[src/rtl/id_ex_queue_if.sv]
// id_ex_queue_if: decode-to-execute handshake and head-field bus.
// master = decode/execute side, slave = the queue itself.
interface id_ex_queue_if #(
  parameter int DATA_WIDTH = 16,
  parameter int ADDR_WIDTH = 8,
  parameter int REG_WIDTH  = 4,
  parameter int IMM_WIDTH  = 8,
  parameter int CV_WIDTH   = 11,
  parameter int DEPTH      = 2,
  parameter int CNT_WIDTH  = 16
);
  localparam int OPC_WIDTH   = DATA_WIDTH - 3 * REG_WIDTH;
  localparam int COUNT_WIDTH = $clog2(DEPTH + 1);

  // control and input side
  logic                   flush_i;
  logic                   in_valid_i;
  logic                   in_ready_o;
  logic [ADDR_WIDTH-1:0]  pc_i;
  logic [DATA_WIDTH-1:0]  instr_i;
  logic [CV_WIDTH-1:0]    ctrl_i;

  // head (execute) side
  logic                   out_valid_o;
  logic                   out_ready_i;
  logic [ADDR_WIDTH-1:0]  pc_o;
  logic [OPC_WIDTH-1:0]   opcode_o;
  logic [REG_WIDTH-1:0]   rs_o;
  logic [REG_WIDTH-1:0]   rt_o;
  logic [REG_WIDTH-1:0]   rd_o;
  logic [IMM_WIDTH-1:0]   imm_o;
  logic [CV_WIDTH-1:0]    ctrl_o;

  // status
  logic [COUNT_WIDTH-1:0] count_o;
  logic [CNT_WIDTH-1:0]   stall_cnt_o;
  logic [CNT_WIDTH-1:0]   flush_cnt_o;

  modport master (
    output flush_i, in_valid_i, pc_i, instr_i, ctrl_i, out_ready_i,
    input  in_ready_o, out_valid_o, pc_o, opcode_o, rs_o, rt_o, rd_o,
    input  imm_o, ctrl_o, count_o, stall_cnt_o, flush_cnt_o
  );

  modport slave (
    input  flush_i, in_valid_i, pc_i, instr_i, ctrl_i, out_ready_i,
    output in_ready_o, out_valid_o, pc_o, opcode_o, rs_o, rt_o, rd_o,
    output imm_o, ctrl_o, count_o, stall_cnt_o, flush_cnt_o
  );
endinterface

[src/rtl/id_ex_queue.sv]
// id_ex_queue: DEPTH-entry valid/ready buffer between decode and execute.
// Stores PC, raw instruction and control vector in a circular buffer and
// presents the sliced fields of the oldest entry. Empty queue drives an
// all-zero bubble. Flush and reset empty the queue at the next edge.
// Optional perf counters are built when ID_EX_QUEUE_PERF_EN is defined;
// otherwise stall_cnt_o and flush_cnt_o are tied to zero.
module id_ex_queue #(
  parameter int DATA_WIDTH = 16,
  parameter int ADDR_WIDTH = 8,
  parameter int REG_WIDTH  = 4,
  parameter int IMM_WIDTH  = 8,
  parameter int CV_WIDTH   = 11,
  parameter int DEPTH      = 2,
  parameter int CNT_WIDTH  = 16
) (
  input  logic        clk,
  input  logic        rst,
  id_ex_queue_if.slave bus
);
  localparam int PTR_WIDTH   = $clog2(DEPTH);
  localparam int COUNT_WIDTH = $clog2(DEPTH + 1);
  localparam int OPC_WIDTH   = DATA_WIDTH - 3 * REG_WIDTH;
  localparam logic [COUNT_WIDTH-1:0] FULL_COUNT = COUNT_WIDTH'(DEPTH);

  if (DEPTH < 2 || (DEPTH & (DEPTH - 1)) != 0) begin : g_depth_check
    $error("id_ex_queue: DEPTH must be a power of 2 and at least 2");
  end

  logic [ADDR_WIDTH-1:0]  pc_mem    [DEPTH];
  logic [DATA_WIDTH-1:0]  instr_mem [DEPTH];
  logic [CV_WIDTH-1:0]    ctrl_mem  [DEPTH];

  logic [PTR_WIDTH-1:0]   wr_ptr;
  logic [PTR_WIDTH-1:0]   rd_ptr;
  logic [COUNT_WIDTH-1:0] count;

  logic                   in_ready;
  logic                   out_valid;
  logic                   push;
  logic                   pop;

  logic [ADDR_WIDTH-1:0]  head_pc;
  logic [DATA_WIDTH-1:0]  head_instr;
  logic [CV_WIDTH-1:0]    head_ctrl;

  // ready/valid depend only on registered occupancy
  assign in_ready  = (count < FULL_COUNT);
  assign out_valid = (count != '0);
  assign push      = bus.in_valid_i & in_ready  & ~bus.flush_i;
  assign pop       = out_valid & bus.out_ready_i & ~bus.flush_i;

  // pointer and occupancy update; reset dominates flush
  always_ff @(posedge clk) begin
    if (rst) begin
      wr_ptr <= '0;
      rd_ptr <= '0;
      count  <= '0;
    end else if (bus.flush_i) begin
      wr_ptr <= '0;
      rd_ptr <= '0;
      count  <= '0;
    end else begin
      if (push) wr_ptr <= wr_ptr + 1'b1;
      if (pop)  rd_ptr <= rd_ptr + 1'b1;
      count <= count + COUNT_WIDTH'(push) - COUNT_WIDTH'(pop);
    end
  end

  // entry storage; contents are only observable while counted as valid
  always_ff @(posedge clk) begin
    if (push) begin
      pc_mem[wr_ptr]    <= bus.pc_i;
      instr_mem[wr_ptr] <= bus.instr_i;
      ctrl_mem[wr_ptr]  <= bus.ctrl_i;
    end
  end

  // head selection, zeroed when empty so the bubble carries no enables
  always_comb begin
    head_pc    = '0;
    head_instr = '0;
    head_ctrl  = '0;
    if (out_valid) begin
      head_pc    = pc_mem[rd_ptr];
      head_instr = instr_mem[rd_ptr];
      head_ctrl  = ctrl_mem[rd_ptr];
    end
  end

  assign bus.in_ready_o  = in_ready;
  assign bus.out_valid_o = out_valid;
  assign bus.count_o     = count;
  assign bus.pc_o        = head_pc;
  assign bus.ctrl_o      = head_ctrl;
  assign bus.opcode_o    = head_instr[DATA_WIDTH-1:3*REG_WIDTH];
  assign bus.rs_o        = head_instr[3*REG_WIDTH-1:2*REG_WIDTH];
  assign bus.rt_o        = head_instr[2*REG_WIDTH-1:REG_WIDTH];
  assign bus.rd_o        = head_instr[REG_WIDTH-1:0];
  assign bus.imm_o       = head_instr[IMM_WIDTH-1:0];

`ifdef ID_EX_QUEUE_PERF_EN
  localparam logic [CNT_WIDTH-1:0] CNT_MAX = '1;

  logic                 stall_event;
  logic [CNT_WIDTH-1:0] stall_cnt;
  logic [CNT_WIDTH-1:0] flush_cnt;
  logic [CNT_WIDTH:0]   flush_sum;

  assign stall_event = bus.in_valid_i & ~in_ready & ~bus.flush_i;
  assign flush_sum   = {1'b0, flush_cnt} + (CNT_WIDTH + 1)'(count);

  // saturating perf counters, cleared only by reset
  always_ff @(posedge clk) begin
    if (rst) begin
      stall_cnt <= '0;
      flush_cnt <= '0;
    end else begin
      if (stall_event && stall_cnt != CNT_MAX)
        stall_cnt <= stall_cnt + CNT_WIDTH'(1);
      if (bus.flush_i)
        flush_cnt <= flush_sum[CNT_WIDTH] ? CNT_MAX : flush_sum[CNT_WIDTH-1:0];
    end
  end

  assign bus.stall_cnt_o = stall_cnt;
  assign bus.flush_cnt_o = flush_cnt;
`else
  assign bus.stall_cnt_o = '0;
  assign bus.flush_cnt_o = '0;
`endif

endmodule
[src/flat_wrapper.sv]
// flat-port wrapper written by rule: the top's interface ports become plain ports
module id_ex_queue_flat 
#(
  parameter int DATA_WIDTH = 16,
  parameter int ADDR_WIDTH = 8,
  parameter int REG_WIDTH  = 4,
  parameter int IMM_WIDTH  = 8,
  parameter int CV_WIDTH   = 11,
  parameter int DEPTH      = 2,
  parameter int CNT_WIDTH  = 16
)
  (clk, rst, bus_flush_i, bus_in_valid_i, bus_pc_i, bus_instr_i, bus_ctrl_i, bus_out_ready_i, bus_in_ready_o, bus_out_valid_o, bus_pc_o, bus_opcode_o, bus_rs_o, bus_rt_o, bus_rd_o, bus_imm_o, bus_ctrl_o, bus_count_o, bus_stall_cnt_o, bus_flush_cnt_o);
  id_ex_queue_if #(.DATA_WIDTH(DATA_WIDTH), .ADDR_WIDTH(ADDR_WIDTH), .REG_WIDTH(REG_WIDTH), .IMM_WIDTH(IMM_WIDTH), .CV_WIDTH(CV_WIDTH), .DEPTH(DEPTH), .CNT_WIDTH(CNT_WIDTH)) bus_i ();
  input  logic clk;
  input  logic rst;
  input wire logic [$bits(bus_i.flush_i)-1:0] bus_flush_i;
  input wire logic [$bits(bus_i.in_valid_i)-1:0] bus_in_valid_i;
  input wire logic [$bits(bus_i.pc_i)-1:0] bus_pc_i;
  input wire logic [$bits(bus_i.instr_i)-1:0] bus_instr_i;
  input wire logic [$bits(bus_i.ctrl_i)-1:0] bus_ctrl_i;
  input wire logic [$bits(bus_i.out_ready_i)-1:0] bus_out_ready_i;
  output wire logic [$bits(bus_i.in_ready_o)-1:0] bus_in_ready_o;
  output wire logic [$bits(bus_i.out_valid_o)-1:0] bus_out_valid_o;
  output wire logic [$bits(bus_i.pc_o)-1:0] bus_pc_o;
  output wire logic [$bits(bus_i.opcode_o)-1:0] bus_opcode_o;
  output wire logic [$bits(bus_i.rs_o)-1:0] bus_rs_o;
  output wire logic [$bits(bus_i.rt_o)-1:0] bus_rt_o;
  output wire logic [$bits(bus_i.rd_o)-1:0] bus_rd_o;
  output wire logic [$bits(bus_i.imm_o)-1:0] bus_imm_o;
  output wire logic [$bits(bus_i.ctrl_o)-1:0] bus_ctrl_o;
  output wire logic [$bits(bus_i.count_o)-1:0] bus_count_o;
  output wire logic [$bits(bus_i.stall_cnt_o)-1:0] bus_stall_cnt_o;
  output wire logic [$bits(bus_i.flush_cnt_o)-1:0] bus_flush_cnt_o;
  assign bus_i.flush_i = bus_flush_i;
  assign bus_i.in_valid_i = bus_in_valid_i;
  assign bus_i.pc_i = bus_pc_i;
  assign bus_i.instr_i = bus_instr_i;
  assign bus_i.ctrl_i = bus_ctrl_i;
  assign bus_i.out_ready_i = bus_out_ready_i;
  assign bus_in_ready_o = bus_i.in_ready_o;
  assign bus_out_valid_o = bus_i.out_valid_o;
  assign bus_pc_o = bus_i.pc_o;
  assign bus_opcode_o = bus_i.opcode_o;
  assign bus_rs_o = bus_i.rs_o;
  assign bus_rt_o = bus_i.rt_o;
  assign bus_rd_o = bus_i.rd_o;
  assign bus_imm_o = bus_i.imm_o;
  assign bus_ctrl_o = bus_i.ctrl_o;
  assign bus_count_o = bus_i.count_o;
  assign bus_stall_cnt_o = bus_i.stall_cnt_o;
  assign bus_flush_cnt_o = bus_i.flush_cnt_o;
  id_ex_queue #(.DATA_WIDTH(DATA_WIDTH), .ADDR_WIDTH(ADDR_WIDTH), .REG_WIDTH(REG_WIDTH), .IMM_WIDTH(IMM_WIDTH), .CV_WIDTH(CV_WIDTH), .DEPTH(DEPTH), .CNT_WIDTH(CNT_WIDTH)) u_core (.clk(clk), .rst(rst), .bus(bus_i));
endmodule
[config.mk]
export PLATFORM = sky130hd
export DESIGN_NAME = id_ex_queue_flat
export DESIGN_NICKNAME = d
export VERILOG_FILES = /design/src/rtl/id_ex_queue_if.sv /design/src/rtl/id_ex_queue.sv /design/src/flat_wrapper.sv
export SDC_FILE = /design/constraint.sdc
export NUM_CORES = 1
export LEC_CHECK = 0
export BUFFER_PORTS_ARGS = -buffer_cell sky130_fd_sc_hd__buf_4
export CORE_ASPECT_RATIO = 1.25
export CORE_MARGIN = 2
export CORE_UTILIZATION = 40
export CTS_CLUSTER_SIZE = 10
export DETAILED_ROUTE_END_ITERATION = 16
export PLACE_DENSITY = 0.72
export SETUP_SLACK_MARGIN = 0.5
export SLEW_MARGIN = 20
export SYNTH_ARGS = -nofsm -noshare
export SYNTH_HDL_FRONTEND = slang
export SYNTH_SLANG_ARGS = --single-unit
[constraint.sdc]
create_clock -name clk -period 3.35 [get_ports clk]
set_input_delay 0.1675 -clock clk [delete_from_list [all_inputs] [get_ports clk]]
set_output_delay 0.1675 -clock clk [all_outputs]
set_load 0.01 [all_outputs]
Word level (Yosys, flattened, before mapping)
Memories as Yosys holds them, arrays and structs flattened. A register that Yosys moved wholly into a read port is not among the register bits.
Index checks and enable logic that the tools add are counted.
W data, S select, Z words.
Word-level totals
  register bits after elaboration: 4
  memory bits (writable): 70
  bits of input ports: 40
  output and inout port bits: 79
  word-level logic and storage cells: 29
  memories kept: 3
Memories
  u_core.instr_mem: words 2, width 16, rd ports 1, clocked after memory_dff 1, write ports 1, RTL line id_ex_queue.sv:30  | logic [DATA_WIDTH-1:0] instr_mem [DEPTH];
  u_core.ctrl_mem: words 2, width 11, rd ports 1, clocked after memory_dff 1, write ports 1, RTL line id_ex_queue.sv:31  | logic [CV_WIDTH-1:0] ctrl_mem [DEPTH];
  u_core.pc_mem: words 2, width 8, rd ports 1, clocked after memory_dff 1, write ports 1, RTL line id_ex_queue.sv:29  | logic [ADDR_WIDTH-1:0] pc_mem [DEPTH];
Cells by class
  add/sub/neg operators: 4
  magnitude comparators: 1
  muxes and demuxes: 11
  bitwise logic cells: 5
  reduce and logical (&&, ||, !) cells: 2
Operator list (number)
  $mux W16: 1
  $mux W11: 1
  $mux W1: 8
  $mux W8: 1
  $and A1 B1 Y1: 4
  $add A1 B1 Y1 const B: 2
  $add A2 B1 Y2: 1
  $lt A2 B2 Y1 const B: 1
  $reduce_bool A2 Y1: 1
  $reduce_or A2 Y1: 1
  $sub A2 B1 Y2: 1
  $not A1 Y1: 1

Longest topological paths before layout
  depth after elaboration: 5
  gate-level depth with buffers: 8
  mapped depth without buffers: 8

Worst setup path before layout
OpenSTA, ideal clock, no wires.
  path type: register to register
  from: register u_core.count[1], in the netlist u_core.bus.count_o[1]
  to: memory u_core.ctrl_mem[0][0], enable pin
  arrival time: 2309 ps
  path slack: 610 ps
  stages on the path, launching flop included: 4
  clock period less this slack: 2740 ps
  cell sequence: dfxtp_1 -> nor2b_2 -> nor2b_4 -> nor2b_1
On the way
  word-level cells in the longest chain between the ends: 5
RTL lines
  from (decl): RTL line id_ex_queue.sv:35  | logic [COUNT_WIDTH-1:0] count;
  from (signal assigned): RTL line id_ex_queue.sv:65  | count <= count + COUNT_WIDTH'(push) - COUNT_WIDTH'(pop);
  $lt A2 B2 Y1: RTL line id_ex_queue.sv:47  | assign in_ready = (count < FULL_COUNT);
  $and A1 B1 Y1 (2 in series): RTL line id_ex_queue.sv:49  | assign push = bus.in_valid_i & in_ready & ~bus.flush_i;
  net u_core.push: RTL line id_ex_queue.sv:39  | logic push;
  $mux W1: RTL line id_ex_queue.sv:71  | if (push) begin
  $mux W1 (not written as such): RTL line id_ex_queue.sv:74  | ctrl_mem[wr_ptr] <= bus.ctrl_i;
  to (decl): RTL line id_ex_queue.sv:31
The timed path passes the listed nets, and every way through them passes these cells.

Worst setup path after layout
  from: register u_core.count[1], in the netlist u_core.bus.count_o[1]
  to: output port bus_imm_o[7]
On the way
  word-level cells in the longest chain between the ends: 2
RTL lines
  $reduce_bool A2 Y1: RTL line id_ex_queue.sv:48  | assign out_valid = (count != '0);
  $mux W16: RTL line id_ex_queue.sv:83  | if (out_valid) begin
  to (decl): RTL line flat_wrapper.sv:29  | output wire logic [$bits(bus_i.imm_o)-1:0] bus_imm_o;
Every way passes these cells.

==> qor.txt <==
pwr dens: 445.1 nW/um2
period utilization: 0.6046
Rel. slew slack: 0.3031
Max Root-Sink Buffers: 2
critical path data required time: 3.18 ns
Avg Cell Area, Syn: 15.01 um2
clk_lat worst skew: 0.34 ns
core area: 7838 um2
Fmax: 493.7 MHz
setup tns final: 0 ns
hold_sp: bus_instr_i[12]
CP startpoint kind: flop
DR vias/cell: 4.426
Multi-input gate area: 757.0 um2
crit path time final: 2.025 ns
Place WS: 1.370 ns
PortBufs: 86
Routed WL: 5923 um
gp weighted congestion: 0.6883
worst setup path class: flop to output port
die area: 8810 um2
max cap viols: 0
commonest cells after routing, fill and taps aside: 86 x buf_4, 70 x edfxtp_1, 36 x nor2_1
R2R depth: 3
# rows: 36
average wire per standard cell: 13.77 um
Min-Delay Path Class: primary input to flop
Seq/Total Area, Yosys: 0.6822
CP Max Fanout: 36
Final Hold Viols: 0
Hold Path End: u_core.instr_mem[0][12]$_DFFE_PP_
Via Count: 1903
WHS Path Cells: 1
VDD IR-drop max: 0.3093 mV
post-synthesis register bit count: 75
1st-iter DRT viols: 55
FF+latch area: 2206 um2
RSZ-0062 raised after global routing: false
most common cell after layout, fill and taps aside: buf_4
hpwl dp: 3429 um
initial antenna violation count: 0
final setup violation count: 0
Tot GR Track Use: 0.1360
Die Ht: 104.4 um
Die W: 84.35 um
I/O Pins: 119
most area-consuming cells after synthesis: edfxtp_1 65%, mux2i_1 11%, buf_4 10%
Critical Path Sink Type: output port
Starting Density: 0.4119
Synth Instances: 215
CTS root buf: clkbuf_8
drt pass-1 iters: 4
Final Worst Setup Slack: 1.325 ns
flop-to-flop setup slack: 1.37 ns
layout cells sized above 1: 0.3134
clk_skew: 0.009713 ns
P&R area growth vs syn: 32.17%
final core occ: 0.5444
status: completed
DRC violations left: 0
Setup Fix Bufs, Post-CTS: 0
CP Data Arrival Time: 1.86 ns
Fillers: 661
GR Overflow Total: 0
global-route wire length before repair: 9170 um
Final #Nets: 373
vias in the first global route: 1880
CTS tree: yes
Syn Std Cell Area: 3228 um2
synth unique cells: 21
worst r2r dst: u_core.pc_mem[0][6]$_DFFE_PP_
Num CTS Buffers: 9
clock-pin slew on the worst setup and hold paths: 0.07 ns
clock sinks: 75
largest net degree at the start of global routing: 37
worst r2r src: u_core.bus.count_o[1]$_SDFF_PP0_
DRT antenna net count: 0
area fraction of the dominant cell type after synthesis: 0.6512
Synth Warn #: 0
H-tree levels: 3
ANT cells: 0
area leader, netlist: edfxtp_1
static leakage: 1.655 nW
Slew @ Worst Pin: 1.043 ns
Max Slew Vio Count: 0
==> critical path, cell delays in order (launching register included) <==
cell,delay (ns)
dfxtp_1,0.38
nor2_4,0.74
nor2_1,0.18
buf_4,0.20
==> worst max path at each step <==
| stage | from | to | slack [ns] | cells past startpoint |
|---|---|---|---|---|
| global placement | u_core.bus.count_o[1]$_SDFF_PP0_ | u_core.instr_mem[0][1]$_DFFE_PP_ | 1.42 | 3 |
| finish | u_core.bus.count_o[1]$_SDFF_PP0_ | bus_imm_o[7] | 1.32 | 3 |
| CTS | flop | bus_rd_o[2] | 1.12 | 3 |
| floorplan | u_core.bus.count_o[1]$_SDFF_PP0_ | u_core.ctrl_mem[0][0]$_DFFE_PP_ | 0.61 | 3 |
| detailed placement | u_core.bus.count_o[1]$_SDFF_PP0_ | u_core.instr_mem[0][10]$_DFFE_PP_ | 1.37 | 3 |
| global route | u_core.bus.count_o[1]$_SDFF_PP0_ | bus_imm_o[7] | 1.16 | 3 |
==> cells by family after synthesis <==
kind of cell             share of synthesized area
flip-flops                                  0.6822
AND/OR/NAND/NOR                            0.06473
multiplexers                                0.1085
buffers and inverters                       0.1221
AO/OA/AOI/OAI                             0.002714
adder cells (fa/ha/maj)                   0.007751
XOR/XNOR                                   0.01085
other                                     0.001162
==> where the power goes <==
group	leakage (nW)	switching, mW	internal [mW]
Clock	0.0882	0.304	0.334
Sequential	0.684	0.0115	1.06
Combinational	0.883	0.0929	0.0995
==> flip-flops by register name, indices dropped and copies added (netlist names), named ones only <==
signal and count:
u_core.rd_ptr 1, u_core.ctrl_mem 22, u_core.bus.count_o 2, u_core.wr_ptr 1, u_core.pc_mem 16, u_core.instr_mem 32
==> cell usage after synthesis, drive strengths merged <==
library cell / instances
nor2: 37
edfxtp: 70
inv: 4
nor3b: 1
ha: 2
xor2: 1
buf: 47
o21ai: 1
nor3: 4
dfxtp: 5
mux2i: 35
and2: 1
xnor2: 3
nor2b: 3
conb: 1
==> layer usage <==
layer | up-vias | global-route usage | share of wire
met1 | 892 | 0.1552 | 0.39
met3 | 13 | 0.02857 | 0.058
li1 | 914 | - | -
met5 | - | 0 | 0
met2 | 84 | 0.2353 | 0.53
met4 | 0 | 0.07483 | 0.022
==> cell type report <==
cell class              instances  share of cell area
inverters                       4            0.003519
clock inverters                 4            0.009971
flip-flops and latches         75              0.5170
clock buffers                  11             0.03079
repair buffers                121              0.2334
well taps                      95             0.02786
multi-input cells             120              0.1774
==> stage by stage <==
step / hold WS (ns) / power [mW] / area, um2 / cells
floorplan: 0.2426 / 1.197 / 3344 / 246
global placement: 0.3540 / 1.245 / 3740 / 380
detailed placement: 0.3551 / 1.248 / 3740 / 380
CTS: 0.0004769 / 1.915 / 4264 / 430
global route: 0.005808 / 1.968 / 4267 / 430
finish: 0.02149 / 1.899 / 4267 / 430
==> repair_timing <==
item / in CTS / in global routing
gates resized for setup: 0 / 0
endpoints found under the hold margin: 72 / 0
hold buffers: 35 / 0
No activity file was read; power rests on OpenSTA's default activity.
